--- src/rtl/vmu_stride_agen.sv ---
// Vector memory unit address generator for unit-stride and strided commands.
// Latency: first beat is valid AGEN_DELAY cycles after the command is accepted, then one beat per cycle.
// Backpressure: while o_addr_valid is high and i_addr_ready is low, every stage and beat issue are frozen.
//
// Ports:
//   clk, rst_n                  single clock; synchronous active-low reset
//   i_cmd_valid / o_cmd_ready   command handshake (ready only while the FSM is idle)
//   i_cmd_mode                  0 unit-stride (stride = element size), 1 strided
//   i_cmd_eew                   element size is 2^eew bytes
//   i_cmd_base, i_cmd_stride    base address and signed byte stride
//   i_cmd_vl                    element count, clamped to VLMAX
//   o_addr_valid / i_addr_ready beat handshake
//   o_addr                      NUM_LANE lane addresses, lane 0 in the LSBs
//   o_lane_mask                 active lanes of the beat
//   o_beat_idx, o_last          beat number within the command, final-beat flag
//   o_busy                      FSM generating or a beat still in the pipeline
module vmu_stride_agen #(
  parameter int SCALAR_WIDTH = 32,
  parameter int NUM_LANE     = 4,
  parameter int VLMAX        = 64,
  parameter int AGEN_DELAY   = 2
) (
  input  logic                                  clk,
  input  logic                                  rst_n,
  input  logic                                  i_cmd_valid,
  output logic                                  o_cmd_ready,
  input  logic                                  i_cmd_mode,
  input  logic [1:0]                            i_cmd_eew,
  input  logic [SCALAR_WIDTH-1:0]               i_cmd_base,
  input  logic [SCALAR_WIDTH-1:0]               i_cmd_stride,
  input  logic [$clog2(VLMAX):0]                i_cmd_vl,
  output logic                                  o_addr_valid,
  input  logic                                  i_addr_ready,
  output logic [NUM_LANE*SCALAR_WIDTH-1:0]      o_addr,
  output logic [NUM_LANE-1:0]                   o_lane_mask,
  output logic [$clog2(VLMAX/NUM_LANE)-1:0]     o_beat_idx,
  output logic                                  o_last,
  output logic                                  o_busy
);

  localparam int VLW = $clog2(VLMAX) + 1;
  localparam int BIW = $clog2(VLMAX / NUM_LANE);
  localparam int LSH = $clog2(NUM_LANE);
  localparam int AW  = NUM_LANE * SCALAR_WIDTH;

  typedef struct packed {
    logic [AW-1:0]       addr;
    logic [NUM_LANE-1:0] mask;
    logic [BIW-1:0]      idx;
    logic                last;
  } beat_t;

  typedef enum logic [0:0] {S_IDLE, S_GEN} state_t;

  state_t                  r_state;
  state_t                  w_state_nxt;

  logic [SCALAR_WIDTH-1:0] r_l0;       // lane-0 address of the next beat to issue
  logic [SCALAR_WIDTH-1:0] r_stride;
  logic [VLW-1:0]          r_remain;   // elements not yet issued
  logic [BIW-1:0]          r_beat;

  logic                    r_pv [AGEN_DELAY];
  beat_t                   r_pd [AGEN_DELAY];

  logic                    w_stall;
  logic                    w_accept;
  logic                    w_issue;
  logic                    w_last_beat;
  logic                    w_any_vld;
  logic [VLW-1:0]          w_vl_eff;
  logic [SCALAR_WIDTH-1:0] w_stride_eff;
  beat_t                   w_beat;

  assign w_stall      = r_pv[AGEN_DELAY-1] & ~i_addr_ready;
  assign w_accept     = i_cmd_valid & o_cmd_ready;
  assign w_vl_eff     = (i_cmd_vl > VLW'(VLMAX)) ? VLW'(VLMAX) : i_cmd_vl;
  assign w_stride_eff = i_cmd_mode ? i_cmd_stride : (SCALAR_WIDTH'(1) << i_cmd_eew);
  assign w_last_beat  = (r_remain <= VLW'(NUM_LANE));

  // FSM: state register
  always_ff @(posedge clk) begin
    if (!rst_n) begin
      r_state <= S_IDLE;
    end else begin
      r_state <= w_state_nxt;
    end
  end

  // FSM: next state. A zero-length command is consumed without leaving IDLE.
  always_comb begin
    w_state_nxt = r_state;
    case (r_state)
      S_IDLE: if (w_accept && (w_vl_eff != '0)) w_state_nxt = S_GEN;
      S_GEN:  if (w_issue && w_last_beat)       w_state_nxt = S_IDLE;
      default: w_state_nxt = S_IDLE;
    endcase
  end

  // FSM: outputs
  always_comb begin
    o_cmd_ready = 1'b0;
    w_issue     = 1'b0;
    case (r_state)
      S_IDLE:  o_cmd_ready = 1'b1;
      S_GEN:   w_issue     = ~w_stall;
      default: o_cmd_ready = 1'b0;
    endcase
  end

  // Command registers. Accept and issue are exclusive because ready is only high in IDLE.
  // The lane-0 address advances by NUM_LANE*stride per beat, so no multiply by beat index.
  always_ff @(posedge clk) begin
    if (!rst_n) begin
      r_l0     <= '0;
      r_stride <= '0;
      r_remain <= '0;
      r_beat   <= '0;
    end else if (w_accept) begin
      r_l0     <= i_cmd_base;
      r_stride <= w_stride_eff;
      r_remain <= w_vl_eff;
      r_beat   <= '0;
    end else if (w_issue) begin
      r_l0     <= r_l0 + (r_stride << LSH);
      r_remain <= w_last_beat ? '0 : (r_remain - VLW'(NUM_LANE));
      r_beat   <= r_beat + BIW'(1);
    end
  end

  // Lane addresses of the beat about to issue; the per-lane factor is a constant.
  always_comb begin
    w_beat      = '0;
    w_beat.idx  = r_beat;
    w_beat.last = w_last_beat;
    for (int l = 0; l < NUM_LANE; l++) begin
      if (VLW'(l) < r_remain) begin
        w_beat.mask[l]                            = 1'b1;
        w_beat.addr[l*SCALAR_WIDTH +: SCALAR_WIDTH] = r_l0 + SCALAR_WIDTH'(l) * r_stride;
      end
    end
  end

  // Delay pipeline; a stall freezes every stage, bubbles included.
  always_ff @(posedge clk) begin
    if (!rst_n) begin
      for (int k = 0; k < AGEN_DELAY; k++) begin
        r_pv[k] <= 1'b0;
        r_pd[k] <= '0;
      end
    end else if (!w_stall) begin
      r_pv[0] <= w_issue;
      r_pd[0] <= w_beat;
      for (int k = 1; k < AGEN_DELAY; k++) begin
        r_pv[k] <= r_pv[k-1];
        r_pd[k] <= r_pd[k-1];
      end
    end
  end

  always_comb begin
    w_any_vld = 1'b0;
    for (int k = 0; k < AGEN_DELAY; k++) begin
      w_any_vld = w_any_vld | r_pv[k];
    end
  end

  assign o_busy       = (r_state == S_GEN) | w_any_vld;
  assign o_addr_valid = r_pv[AGEN_DELAY-1];
  assign o_addr       = o_addr_valid ? r_pd[AGEN_DELAY-1].addr : '0;
  assign o_lane_mask  = o_addr_valid ? r_pd[AGEN_DELAY-1].mask : '0;
  assign o_beat_idx   = o_addr_valid ? r_pd[AGEN_DELAY-1].idx  : '0;
  assign o_last       = o_addr_valid & r_pd[AGEN_DELAY-1].last;

endmodule

--- config.mk ---
export PLATFORM = sky130hd
export DESIGN_NAME = vmu_stride_agen
export DESIGN_NICKNAME = d
export VERILOG_FILES = /design/src/rtl/vmu_stride_agen.sv
export SDC_FILE = /design/constraint.sdc
export NUM_CORES = 1
export LEC_CHECK = 0
export ABC_CLOCK_PERIOD_IN_PS = 11590
export CORE_UTILIZATION = 41
export DETAILED_ROUTE_END_ITERATION = 10
export GPL_TIMING_DRIVEN = 1
export PLACE_DENSITY = 0.6
export SETUP_SLACK_MARGIN = 0.05
export SYNTH_ARGS = -nofsm -noshare
export SYNTH_HDL_FRONTEND = slang
export SYNTH_SLANG_ARGS = --single-unit
--- constraint.sdc ---
create_clock -name clk -period 11.59 [get_ports clk]
set_input_delay 1.7385 -clock clk [delete_from_list [all_inputs] [get_ports clk]]
set_output_delay 1.7385 -clock clk [all_outputs]
set_load 0.02 [all_outputs]
==> Implementation_results.wiki, run 1 <==
{| class="wikitable"
! Metric !! Value
|-
| Initial core utilization || 41.59%
|-
| Share of the yosys chip area belonging to registers || 48.18%
|-
| Wirelength per Cell || 21.53 microns
|-
| Async SR Flop Fraction || 0%
|-
| TritonRoute pass-1 iters || 5
|-
| Post-detailed-placement half-perimeter wirelength || 41.67 mm
|-
| Leading post-synthesis cells by cell area || sky130_fd_sc_hd__edfxtp_1 (41%), sky130_fd_sc_hd__ha_1 (7.6%), sky130_fd_sc_hd__dfxtp_1 (7.5%)
|-
| Net count after synthesis || 2173
|-
| Share of the clock period used by the worst path || 43.86%
|-
| Top cells by instance count after synthesis || sky130_fd_sc_hd__edfxtp_1 (276), sky130_fd_sc_hd__and2_1 (182), sky130_fd_sc_hd__nor2_1 (166)
|-
| TritonCTS clock tree || yes
|-
| Predominant post-synthesis flop cell || sky130_fd_sc_hd__edfxtp_1
|-
| Area of all placed cells without fillers || 0.02441 sq mm
|-
| RSZ-0062 raised after global routing || false
|-
| Remaining design rule violation count || 0
|-
| Clock buffer depth || 3
|-
| Number of levels in the clock H-tree || 2
|-
| Leakage power || 10.71 nW
|-
| Number of design-rule violations left by the first detailed-router iteration || 1163
|-
| Average vias per placed instance || 5.598
|-
| Post-CTS Setup Inserts || 0
|-
| Pwr dens || 139.3 mW/mm^2
|-
| Summed negative setup slack over all endpoints || 0 ps
|-
| Critical R2R Capture || r_pd[0][89]
|-
| Worst relative slew slack || 16.90%
|-
| Synthesized netlist cell count || 1938
|-
| Max VDD drop || 0.00009521 V
|-
| Vias in the first global route || 15246
|-
| Area taken by flip-flops and latches || 0.009809 sq mm
|-
| Cell total after placement || 2743
|-
| Path category of the worst min-delay check || flop to flop
|-
| Clock transition time at the flip-flop clock pins of the worst setup and hold paths || 60 ps
|-
| Fin crit period || 5083 ps
|-
| Routed WL || 60.58 mm
|-
| Filler cells || 4506
|-
| Horizontal extent of the die || 224.8 microns
|-
| Crit path from || r_pv[0][1]
|-
| Clk Tree Root Cell || sky130_fd_sc_hd__clkbuf_16
|-
| Count of pins over their slew limit || 0
|-
| Final standard cell count with taps included and fillers excluded || 2813
|-
| Final layout net count || 2355
|-
| Library cell occupying the most area in the post-synthesis netlist || sky130_fd_sc_hd__edfxtp_1
|-
| Data required time of the critical path || 9850 ps
|-
| Global-route wire length before repair || 90.74 mm
|-
| MaxCap Viol Count || 0
|-
| Number of antenna diodes || 0
|-
| Count of endpoints failing setup in the final report || 0
|-
| Num CTS Buffers || 39
|-
| Worst EP arrival || 3340 ps
|-
| Area growth, synth to finish || 19.93%
|-
| Critical path capture point type || output pin
|-
| Post-detailed-route count of antenna-violating nets || 0
|-
| Yosys warnings || 0
|-
| Maximum fanout encountered on the critical timing path || 93
|-
| Number of top-level design ports || 218
|-
| Number of hold-repair buffers added at the cts stage || 0
|-
| Antenna violations before repair || 3
|-
| Routed via count || 15746
|-
| Clk_skew || 20.37 ps
|-
| Register-to-register setup slack || 6870 ps
|-
| Placer's final routability congestion estimate || 0.9287
|-
| Hold Violations, Final || 0
|-
| Most common cell in the netlist || sky130_fd_sc_hd__edfxtp_1
|-
| Maximum number of pins on one net before global-route repair || 145
|-
| Leftover overflow at the end of global routing || 0
|-
| Result of the run || complete, no violations
|-
| Maximum clock rate || 0.1967 GHz
|-
| Global router's overall resource usage || 24.13%
|-
| Number of synthesized register bits || 352
|-
| Number of port buffers || 217
|-
| Proportion of netlist area held by the largest area contributor || 40.71%
|-
| Sort of element at the start of the critical path || flop
|-
| Clock latency on the worst-skew pair || 570 ps
|-
| Reg2Reg Launch Point || r_pv[0][1]
|-
| Classification of the worst setup path || flop to output pin
|-
| Synth cell types || 74
|-
| Multi-input logic area || 0.01009 sq mm
|-
| DP Area || 0.02317 sq mm
|-
| Die area || 0.05055 sq mm
|-
| Num Clock Sinks || 352
|-
| Slew at the pin with the worst max-slew slack || 1247 ps
|-
| Count of cells resized by post-cts repair || 0
|-
| Chip Height || 224.8 microns
|-
| Worst reg2reg path depth || 5
|-
| Setup crit end || o_last
|-
| Post-synth EDFFs || 276
|-
| Summed instance area of the synthesized netlist || 0.02036 sq mm
|-
| Minimum hold slack || 500.5 ps
|-
| Floorplan core area || 0.04895 sq mm
|-
| Total number of placement rows || 81
|-
| Final standard cell utilization of the core || 49.88%
|-
| Fraction of layout instances using a drive strength above 1 || 4.793%
|-
| Synthesized area per cell || 10.50 sq um
|}
## state kept, by name (all words and copies together), names as in the netlist
signal    count
r_pd        274
r_l0         32
r_stride     32
r_remain      7
r_beat        4
r_pv          2
r_state       1
## where the power goes
group	switching [W]	internal [W]	total, W
Clock	0.000516	0.000721	0.00124
Sequential	0.000116	0.00147	0.00159
Combinational	0.000343	0.000231	0.000575
Total	0.000975	0.00243	0.00340
## metal layers
layer | routed length, microns | up-vias | GRT usage (%)
met5 | 0 | - | 0
met2 | 27820 | 555 | 39.20
li1 | - | 7479 | -
met4 | 2469 | 0 | 9.458
met1 | 26280 | 7580 | 31.65
met3 | 4003 | 132 | 4.729
## area by class of cell
| type | instances | area share [%] |
|---|---|---|
| Tap cell | 664 | 3.403 |
| Inverter | 32 | 0.4920 |
| Clock inverter | 20 | 0.9020 |
| Clock buffer | 50 | 4.213 |
| Multi-Input combinational cell | 1458 | 41.31 |
| Timing Repair Buffer | 237 | 9.501 |
| Sequential cell | 352 | 40.18 |
## how the worst min path moves through the flow
| stage | startpoint | end | slack [ps] | cells past startpoint |
|---|---|---|---|---|
| after global routing | r_beat[1] | r_beat[1] | 530 | 2 |
| after floorplan | r_l0[0] | r_l0[0] | 460 | 2 |
| after CTS | r_beat[1] | r_beat[1] | 510 | 2 |
| after detailed placement | r_beat[1] | r_beat[1] | 490 | 2 |
| final | r_beat[1] | r_beat[1] | 500 | 2 |
| after global placement | r_beat[1] | r_beat[1] | 480 | 2 |
## worst max-delay path, cell delays in order, from the launching register on
cell	delay, ps
sky130_fd_sc_hd__edfxtp_1	1150
sky130_fd_sc_hd__buf_4	680
sky130_fd_sc_hd__and2_1	240
sky130_fd_sc_hd__clkdlybuf4s50_1	610
## cell usage in the layout (no fill, tap or decap), types with 52 or more instances in the layout
| cell type | netlist | layout |
|---|---|---|
| sky130_fd_sc_hd__and2_1 | 182 | 182 |
| sky130_fd_sc_hd__dfxtp_1 | 76 | 76 |
| sky130_fd_sc_hd__o21ai_0 | 71 | 71 |
| sky130_fd_sc_hd__and3_1 | 157 | 157 |
| sky130_fd_sc_hd__clkdlybuf4s50_1 | 0 | 216 |
| sky130_fd_sc_hd__xnor2_1 | 52 | 52 |
| sky130_fd_sc_hd__edfxtp_1 | 276 | 276 |
| sky130_fd_sc_hd__ha_1 | 123 | 123 |
| sky130_fd_sc_hd__a21oi_1 | 132 | 132 |
| sky130_fd_sc_hd__nand2_1 | 112 | 111 |
| sky130_fd_sc_hd__nor2_1 | 166 | 165 |
## stage by stage
stage               setup WS (ps)  total power (W)
floorplan                    2784         0.001951
global placement             6362         0.002178
detailed placement           6261         0.002185
CTS                          6399         0.003426
global route                 6155         0.003544
finish                       6507         0.003401
## kinds of logic (layout without fill, tap and decap cells)
group                      after synthesis  in the layout  synth area share, %
and+or+nand+nor                        755            755                19.60
AOI/OAI and AO/OA                      440            440                14.34
DFF                                    352            352                48.18
adders and majority gates              157            157                10.90
buffers and inverters                  128            339                2.372
xor gates and xnor gates               100            100                4.302
muxes                                    6              6               0.2950
No activity file was read; power rests on OpenSTA's default activity.
==> inputs of run 2 (changes only) <==
--- a/config.mk
+++ b/config.mk
@@ -5,7 +5,7 @@
 export SDC_FILE = /design/constraint.sdc
 export NUM_CORES = 1
 export LEC_CHECK = 0
-export ABC_CLOCK_PERIOD_IN_PS = 11590
+export ABC_CLOCK_PERIOD_IN_PS = 5290
 export CORE_UTILIZATION = 41
 export DETAILED_ROUTE_END_ITERATION = 10
 export GPL_TIMING_DRIVEN = 1
==> constraint.sdc (replaced) <==
create_clock -name clk -period 5.29 [get_ports clk]
set_input_delay 0.7935 -clock clk [delete_from_list [all_inputs] [get_ports clk]]
set_output_delay 0.7935 -clock clk [all_outputs]
set_load 0.02 [all_outputs]
==> run 2 against run 1 <==
  * Largest power group unchanged
  * Sequential power increased by 120%
  * Clock skew rose by 10 ps
  * Via count about the same
  * Setup slack got worse by 5600 ps
  * Core utilization up 0.16 points
  * Largest cell class unchanged
  * First-iteration DRC count grew 11%
==> Implementation_results.wiki, run 2 (same netlist as run 1, synthesis figures left out) <==
{| class="wikitable"
! Metric !! Value
|-
| Result of the run || complete, no violations
|-
| Setup slack at placement || 972.0 ps (-5289 ps)
|-
| Fin crit period || 4374 ps
|-
| Leading cell type in the layout, fill and taps excluded || sky130_fd_sc_hd__edfxtp_1
|-
| Net switching power of the design || 0.002178 W (+120%)
|-
| Commonest cells after routing, fill and taps aside || sky130_fd_sc_hd__edfxtp_1 (276), sky130_fd_sc_hd__clkdlybuf4s50_1 (216), sky130_fd_sc_hd__and2_1 (182)
|-
| Area growth, synth to finish || 20.32%
|-
| TritonRoute pass-1 iters || 5 (unchanged)
|-
| Chip Height || 224.8 microns (unchanged)
|-
| Summed negative setup slack over all endpoints || 0 ps (unchanged)
|-
| Final standard cell utilization of the core || 50.04% (+0.16 points)
|-
| Vias in the first global route || 15499 (+1.7%)
|-
| Leading registers by flop count || r_pd: 274 flops, r_l0: 32 flops, r_stride: 32 flops
|-
| Num CTS Buffers || 39 (unchanged)
|-
| Reg2Reg Launch Point || r_stride[1]
|-
| Clock transition time at the flip-flop clock pins of the worst setup and hold paths || 60 ps (about the same)
|-
| Average vias per placed instance || 5.587 (-0.19%)
|-
| Worst hold path cell count || 2 (unchanged)
|-
| Count of pins over their slew limit || 0 (unchanged)
|-
| Maximum clock rate || 0.2286 GHz
|-
| Number of top-level design ports || 218 (unchanged)
|-
| Area taken by flip-flops and latches || 0.009809 sq mm (unchanged)
|-
| Pwr dens || 304.3 mW/mm^2 (+120%)
|-
| Floorplan core area || 0.04895 sq mm (unchanged)
|-
| Number of design-rule violations left by the first detailed-router iteration || 1290 (+11%)
|-
| Clk Tree Root Cell || sky130_fd_sc_hd__clkbuf_16
|-
| Combinational share of power || 17.8% (+0.9 points)
|-
| Worst EP arrival || 4680 ps (+1340 ps)
|-
| Hold worst-path end || r_beat[3]
|-
| Die area || 0.05055 sq mm (unchanged)
|-
| MaxCap Viol Count || 0 (unchanged)
|-
| Area of all placed cells without fillers || 0.02449 sq mm (+0.33%)
|-
| TritonCTS clock tree || yes
|-
| Power share of the clock group || 36.0% (-0.4 points)
|-
| Register bank with the most flops || r_pd
|-
| Max VDD drop || 0.0002089 V (+120%)
|-
| Routed via count || 15760 (+0.089%)
|-
| Slew at the pin with the worst max-slew slack || 1186 ps (-60.75 ps)
|-
| Count of endpoints failing setup in the final report || 0 (unchanged)
|-
| Number of antenna diodes || 0 (unchanged)
|-
| Data required time of the critical path || 5600 ps (-4250 ps)
|-
| Number of flip-flops under the largest register name || 274 (unchanged)
|-
| Worst reg2reg path depth || 14 (+9)
|-
| Sort of element at the start of the critical path || flop
|-
| Clk_skew || 30.43 ps (+10.05 ps)
|-
| Post-detailed-route count of antenna-violating nets || 0 (unchanged)
|-
| Minimum hold slack || 504.9 ps (+4.375 ps)
|-
| Final layout net count || 2363 (+0.34%)
|-
| Critical R2R Capture || r_pd[0][128]
|-
| Antenna violations before repair || 0 (-3)
|-
| Register-to-register setup slack || 920 ps (-5950 ps)
|-
| RSZ-0062 raised after global routing || false
|-
| Total number of placement rows || 81 (unchanged)
|-
| Leftover overflow at the end of global routing || 0 (unchanged)
|-
| Share of the clock period used by the worst path || 82.68%
|-
| Path category of the worst min-delay check || flop to flop
|-
| Number of port buffers || 217 (unchanged)
|-
| Cell internal power dissipation || 0.005275 W (+120%)
|-
| Number of levels in the clock H-tree || 2 (unchanged)
|-
| Maximum fanout encountered on the critical timing path || 7 (-92%)
|-
| DP Area || 0.02325 sq mm (+0.35%)
|-
| Fraction of layout instances using a drive strength above 1 || 5.100% (+0.31 points)
|-
| Maximum number of pins on one net before global-route repair || 172 (+19%)
|-
| Placer's final routability congestion estimate || 0.9793 (+5.4%)
|-
| Multi-input logic area || 0.01009 sq mm (about the same)
|-
| Remaining design rule violation count || 0 (unchanged)
|-
| Horizontal extent of the die || 224.8 microns (unchanged)
|-
| Leakage power || 10.74 nW (+0.33%)
|-
| Wirelength per Cell || 21.77 microns (+1.1%)
|-
| Critical Path Slowest Stage Cell || sky130_fd_sc_hd__dfxtp_1
|-
| Post-CTS Setup Inserts || 0 (unchanged)
|-
| Global router's overall resource usage || 24.37% (+0.23 points)
|-
| Number of hold-repair buffers added at the cts stage || 0 (unchanged)
|-
| Worst relative slew slack || 20.95% (+4.0 points)
|-
| Post-detailed-placement half-perimeter wirelength || 44.10 mm (+5.8%)
|-
| Switching share of power || 29.22% (+0.56 points)
|-
| Register share of total power || 46.1% (-0.6 points)
|-
| Count of cells resized by post-cts repair || 0 (unchanged)
|-
| Global-route wire length before repair || 92.32 mm (+1.7%)
|-
| Critical path capture point type || flop
|-
| Filler cells || 4524 (+0.40%)
|-
| Routed WL || 61.42 mm (+1.4%)
|-
| Clock latency on the worst-skew pair || 580 ps (about the same)
|-
| Sequence of cells on the critical path || inv_1 > fa_1 > inv_1 > ha_1 > fa_1 > a211oi_1 > o21ai_1 > a21boi_1 > nor4_1 > a211o_1 > a221o_1 > a21oi_1 > xor2_1 > nor2_1
|-
| Classification of the worst setup path || flop to flop
|-
| Initial core utilization || 41.59% (unchanged)
|-
| Fin worst setup slack || 916.3 ps (-5591 ps)
|-
| Beginning of the worst hold path || r_beat[3]
|-
| Longest individual stage delay on the worst path || 570 ps (-580 ps)
|-
| Num Clock Sinks || 352 (unchanged)
|-
| Clock buffer depth || 3 (unchanged)
|-
| Hold Violations, Final || 0 (unchanged)
|}
## run 2: cell types whose count changed in the layout (fill, tap and decap cells not counted), sizes merged
cell / previous run / this run
clkbuf: 50 / 49
bufinv: 4 / 3
inv: 37 / 35
buf: 21 / 29
clkinv: 9 / 13
## run 2: worst max-delay path: cells and delay by family, from the launching register on
family | cells | cell delay (ps)
compound gates | 6 | 1810
xor+xnor | 1 | 180
fa+ha+maj | 3 | 1180
buf+inv | 2 | 210
flops | 1 | 570
simple gates | 2 | 150
## run 2: worst max-delay path by stage
stage,from,endpoint,cells past startpoint
after detailed placement,r_stride[1],r_pd[0][128],14
after global placement,r_stride[1],r_pd[0][128],14
after floorplan,rst_n,r_pd[0][0],3
final,r_stride[1],r_pd[0][128],14
after CTS,r_stride[1],r_pd[0][128],14
after global routing,r_stride[1],r_pd[0][128],14
## run 2: layout make-up
class,count,share of cell area (%)
inverters,32,0.4904
clock buffers,49,4.138
clock inverters,21,0.9552
repair buffers,245,9.767
multi-input cells,1458,41.21
well taps,664,3.392
flip-flops and latches,352,40.05
## run 2: through the flow
stage	total power [W]	std cells
after floorplan	0.004269	1938
after global placement	0.004806	2751
after detailed placement	0.004816	2751
after CTS	0.007502	2821
after global routing	0.007765	2821
final	0.007453	2821
## run 2: layer usage
metal	global-route usage [%]	vias to the layer above	routed length (microns)
met2	40.40	506	29070
met5	0	-	0
met1	31.84	7627	26660
met4	10.69	0	2701
li1	-	7498	-
met3	3.214	129	2980
## run 2: power groups by stage
stage	Combinational, W	Sequential [W]	Clock [W]
6_report	0.00133	0.00344	0.00269
5_1_grt	0.00146	0.00346	0.00285
4_1_cts	0.00133	0.00344	0.00274
3_5_place_dp	0.00132	0.00350	0
3_3_place_gp	0.00131	0.00349	0
2_1_floorplan	0.000889	0.00338	0
==> inputs of run 3 (changes only) <==
--- a/config.mk
+++ b/config.mk
@@ -5,11 +5,11 @@
 export SDC_FILE = /design/constraint.sdc
 export NUM_CORES = 1
 export LEC_CHECK = 0
-export ABC_CLOCK_PERIOD_IN_PS = 5290
+export ABC_CLOCK_PERIOD_IN_PS = 3500
 export CORE_UTILIZATION = 41
 export DETAILED_ROUTE_END_ITERATION = 10
 export GPL_TIMING_DRIVEN = 1
-export PLACE_DENSITY = 0.6
+export PLACE_DENSITY = 0.62
 export SETUP_SLACK_MARGIN = 0.05
 export SYNTH_ARGS = -nofsm -noshare
 export SYNTH_HDL_FRONTEND = slang
==> constraint.sdc (replaced) <==
create_clock -name clk -period 3.5 [get_ports clk]
set_input_delay 0.525 -clock clk [delete_from_list [all_inputs] [get_ports clk]]
set_output_delay 0.525 -clock clk [all_outputs]
set_load 0.02 [all_outputs]
==> run 3 against run 2 <==
  * Combinational power increased by 74%
  * Highest routed layer unchanged
  * Largest power group unchanged
  * Clock skew shrank 4.7 ps
  * Via count is 1.6% higher
  * Total power is 53% higher
  * Clock power grew 49%
  * Core utilization grew 1.9 points
  * Register-to-register slack worse by 810 ps
  * Sequential share of layout area shrank 1.4 points
  * Global-route usage increased by 0.081 points
==> Implementation_results.wiki, run 3 (same netlist as run 1, synthesis figures left out) <==
{| class="wikitable"
! Metric !! Value
|-
| Result of the run || complete, no violations
|-
| Worst EP arrival || 3690 ps (-990 ps)
|-
| Critical Path Slowest Stage Cell || sky130_fd_sc_hd__fa_1
|-
| RSZ-0062 raised after global routing || true
|-
| Cell total after placement || 2852 (+3.7%)
|-
| Average vias per placed instance || 5.482 (-1.9%)
|-
| Vias in the first global route || 15846 (+2.2%)
|-
| Max VDD drop || 0.0003007 V (+44%)
|-
| Data required time of the critical path || 3800 ps (-1800 ps)
|-
| TritonRoute pass-1 iters || 5 (unchanged)
|-
| Worst reg2reg path depth || 14 (unchanged)
|-
| Count of endpoints failing setup in the final report || 0 (unchanged)
|-
| Pwr dens || 448.3 mW/mm^2 (+47%)
|-
| Maximum clock rate || 0.2950 GHz (+29%)
|-
| Hold Violations, Final || 0 (unchanged)
|-
| Clk Tree Root Cell || sky130_fd_sc_hd__clkbuf_16
|-
| Register-to-register setup slack || 110 ps (-810 ps)
|-
| Sort of element at the start of the critical path || flop
|-
| Number of top-level design ports || 218 (unchanged)
|-
| Register share of total power || 44.5% (-1.6 points)
|-
| Sequence of cells on the critical path || inv_2 > fa_1 > inv_1 > ha_2 > fa_2 > a211oi_4 > o21ai_2 > a21boi_2 > nor4_1 > a211o_1 > a221o_1 > a21oi_2 > xor2_1 > nor2_1
|-
| Clock transition time at the flip-flop clock pins of the worst setup and hold paths || 60 ps (about the same)
|-
| Commonest cells after routing, fill and taps aside || sky130_fd_sc_hd__edfxtp_1 (276), sky130_fd_sc_hd__clkdlybuf4s50_1 (216), sky130_fd_sc_hd__and2_1 (182)
|-
| Maximum number of pins on one net before global-route repair || 143 (-17%)
|-
| Number of port buffers || 217 (unchanged)
|-
| Hold worst-path end || r_pd[0][137]
|-
| Die area || 0.05055 sq mm (unchanged)
|-
| Cell internal power dissipation || 0.008114 W (+54%)
|-
| Combinational share of power || 20.4% (+2.6 points)
|-
| Horizontal extent of the die || 224.8 microns (unchanged)
|-
| Slew at the pin with the worst max-slew slack || 1000 ps (-185.8 ps)
|-
| Power share of the clock group || 35.2% (-0.8 points)
|-
| Clk_skew || 25.69 ps (-4.736 ps)
|-
| Remaining design rule violation count || 0 (unchanged)
|-
| Fraction of layout instances using a drive strength above 1 || 10.82% (+5.7 points)
|-
| Count of pins over their slew limit || 0 (unchanged)
|-
| Number of design-rule violations left by the first detailed-router iteration || 1065 (-17%)
|-
| Critical path capture point type || flop
|-
| Leakage power || 11.29 nW (+5.1%)
|-
| Chip Height || 224.8 microns (unchanged)
|-
| Routed via count || 16013 (+1.6%)
|-
| Final layout net count || 2466 (+4.4%)
|-
| Post-detailed-placement half-perimeter wirelength || 47.12 mm (+6.9%)
|-
| TritonCTS clock tree || yes
|-
| Switching share of power || 28.82% (-0.40 points)
|-
| Maximum fanout encountered on the critical timing path || 2 (-5)
|-
| Longest individual stage delay on the worst path || 530 ps (-40 ps)
|-
| Initial core utilization || 41.59% (unchanged)
|-
| Gate family responsible for the most delay along the worst path || compound AO/OA/AOI/OAI gates
|-
| Fin crit period || 3390 ps (-983.6 ps)
|-
| Total number of placement rows || 81 (unchanged)
|-
| Worst hold path cell count || 2 (unchanged)
|-
| Number of hold-repair buffers added at the cts stage || 0 (unchanged)
|-
| MaxCap Viol Count || 0 (unchanged)
|-
| Antenna violations before repair || 3 (+3)
|-
| Critical R2R Capture || r_pd[0][128]
|-
| Wirelength per Cell || 21.25 microns (-2.4%)
|-
| Worst relative slew slack || 33.34% (+12 points)
|-
| Path category of the worst min-delay check || primary input to flop
|-
| Classification of the worst setup path || flop to flop
|-
| Number of flip-flops under the largest register name || 274 (unchanged)
|-
| Reg2Reg Launch Point || r_l0[1]
|-
| Floorplan core area || 0.04895 sq mm (unchanged)
|-
| Count of buffering cells on the critical path with inverters included || 2 (unchanged)
|-
| Routed WL || 62.08 mm (+1.1%)
|-
| Clock buffer depth || 3 (unchanged)
|-
| Net switching power of the design || 0.003286 W (+51%)
|-
| Share of the clock period used by the worst path || 96.86% (+14 points)
|-
| Placer's final routability congestion estimate || 0.9281 (-5.2%)
|-
| Final standard cell count with taps included and fillers excluded || 2921 (+3.5%)
|-
| Area growth, synth to finish || 24.89%
|-
| Post-detailed-route count of antenna-violating nets || 0 (unchanged)
|-
| Global router's overall resource usage || 24.45% (+0.081 points)
|-
| Beginning of the worst hold path || rst_n
|-
| Clock latency on the worst-skew pair || 570 ps (about the same)
|-
| Global-route wire length before repair || 93.25 mm (+1.0%)
|-
| Register bank with the most flops || r_pd
|-
| Filler cells || 4411 (-2.5%)
|-
| Leading cell type in the layout, fill and taps excluded || sky130_fd_sc_hd__edfxtp_1
|-
| Final Total Pwr || 0.01140 W (+53%)
|-
| Leading registers by flop count || r_pd: 274 flops, r_l0: 32 flops, r_stride: 32 flops
|-
| Num Clock Sinks || 352 (unchanged)
|-
| Number of levels in the clock H-tree || 2 (unchanged)
|-
| Num CTS Buffers || 39 (unchanged)
|-
| Leftover overflow at the end of global routing || 0 (unchanged)
|}
run 3: cell types whose count changed in the layout (fill, tap and decap cells not counted), moves of 3 or more:
| cell | before | now |
|---|---|---|
| sky130_fd_sc_hd__o21ai_2 | 2 | 5 |
| sky130_fd_sc_hd__clkbuf_1 | 10 | 4 |
| sky130_fd_sc_hd__buf_4 | 28 | 129 |
| sky130_fd_sc_hd__a211oi_1 | 26 | 23 |
| sky130_fd_sc_hd__dfxtp_1 | 76 | 72 |
| sky130_fd_sc_hd__a21oi_1 | 132 | 128 |
| sky130_fd_sc_hd__clkinv_2 | 4 | 9 |
| sky130_fd_sc_hd__dfxtp_2 | 0 | 4 |
| sky130_fd_sc_hd__clkinv_4 | 3 | 0 |
| sky130_fd_sc_hd__a21oi_2 | 0 | 3 |
| sky130_fd_sc_hd__a31oi_2 | 0 | 3 |
| sky130_fd_sc_hd__a31oi_1 | 11 | 7 |
| sky130_fd_sc_hd__o21ai_0 | 71 | 68 |
run 3: metal layers:
metal	global-route usage, %	vias up	share of wire (%)
met5	0	-	0
met4	8.470	0	3.1
met3	2.965	105	4.4
met2	42.02	460	49
met1	31.72	7762	43
li1	-	7686	-
run 3: per-stage QoR:
stage	instance area, sq um	utilization [%]	setup TNS (ps)	worst slack (ps)	hold WS (ps)
3_5_place_dp	24050	49.12	-209.3	-95.90	504.5
2_1_floorplan	20380	-	0	82.57	457.4
3_3_place_gp	24050	49.12	-220.0	-114.6	478.0
4_1_cts	25310	51.70	0	30.50	345.5
5_1_grt	25430	51.94	-111.3	-53.09	364.6
6_report	25430	51.94	0	110.0	365.5
run 3: worst max path at each step:
| stage | start | endpoint | slack [ps] | cells after the start |
|---|---|---|---|---|
| global placement | r_l0[1] | r_pd[0][136] | -110 | 15 |
| detailed placement | r_l0[1] | r_pd[0][136] | -100 | 15 |
| CTS | r_l0[1] | r_pd[0][136] | 30 | 15 |
| finish | r_l0[1] | r_pd[0][128] | 110 | 14 |
| global route | r_l0[1] | r_pd[0][128] | -50 | 14 |
| floorplan | r_l0[1] | r_pd[0][128] | 80 | 14 |
run 3: layout make-up:
cell class / count / area [sq um] / share of cell area, %
multi-input cells: 1458 / 10240 / 40.26
flip-flops and latches: 352 / 9814 / 38.60
repair buffers: 348 / 3191 / 12.55
clock buffers: 44 / 1016 / 3.996
well taps: 664 / 830.8 / 3.268
clock inverters: 22 / 215.2 / 0.8464
inverters: 32 / 120.1 / 0.4724
diodes: 1 / 2.502 / 0.009842
run 3: repair_timing:
item / in CTS / in global routing
endpoints found under the setup margin: 9 / 18
buffers inserted: 0 / 2
resized for setup: 8 / 23
pin swaps: 5 / 8
run 3: power by group through the flow:
stage | combinational, W | sequential (W) | clock (W)
floorplan | 0.00135 | 0.00510 | 0
global placement | 0.00228 | 0.00515 | 0
detailed placement | 0.00228 | 0.00516 | 0
CTS | 0.00230 | 0.00507 | 0.00410
global route | 0.00253 | 0.00510 | 0.00423
finish | 0.00232 | 0.00507 | 0.00401
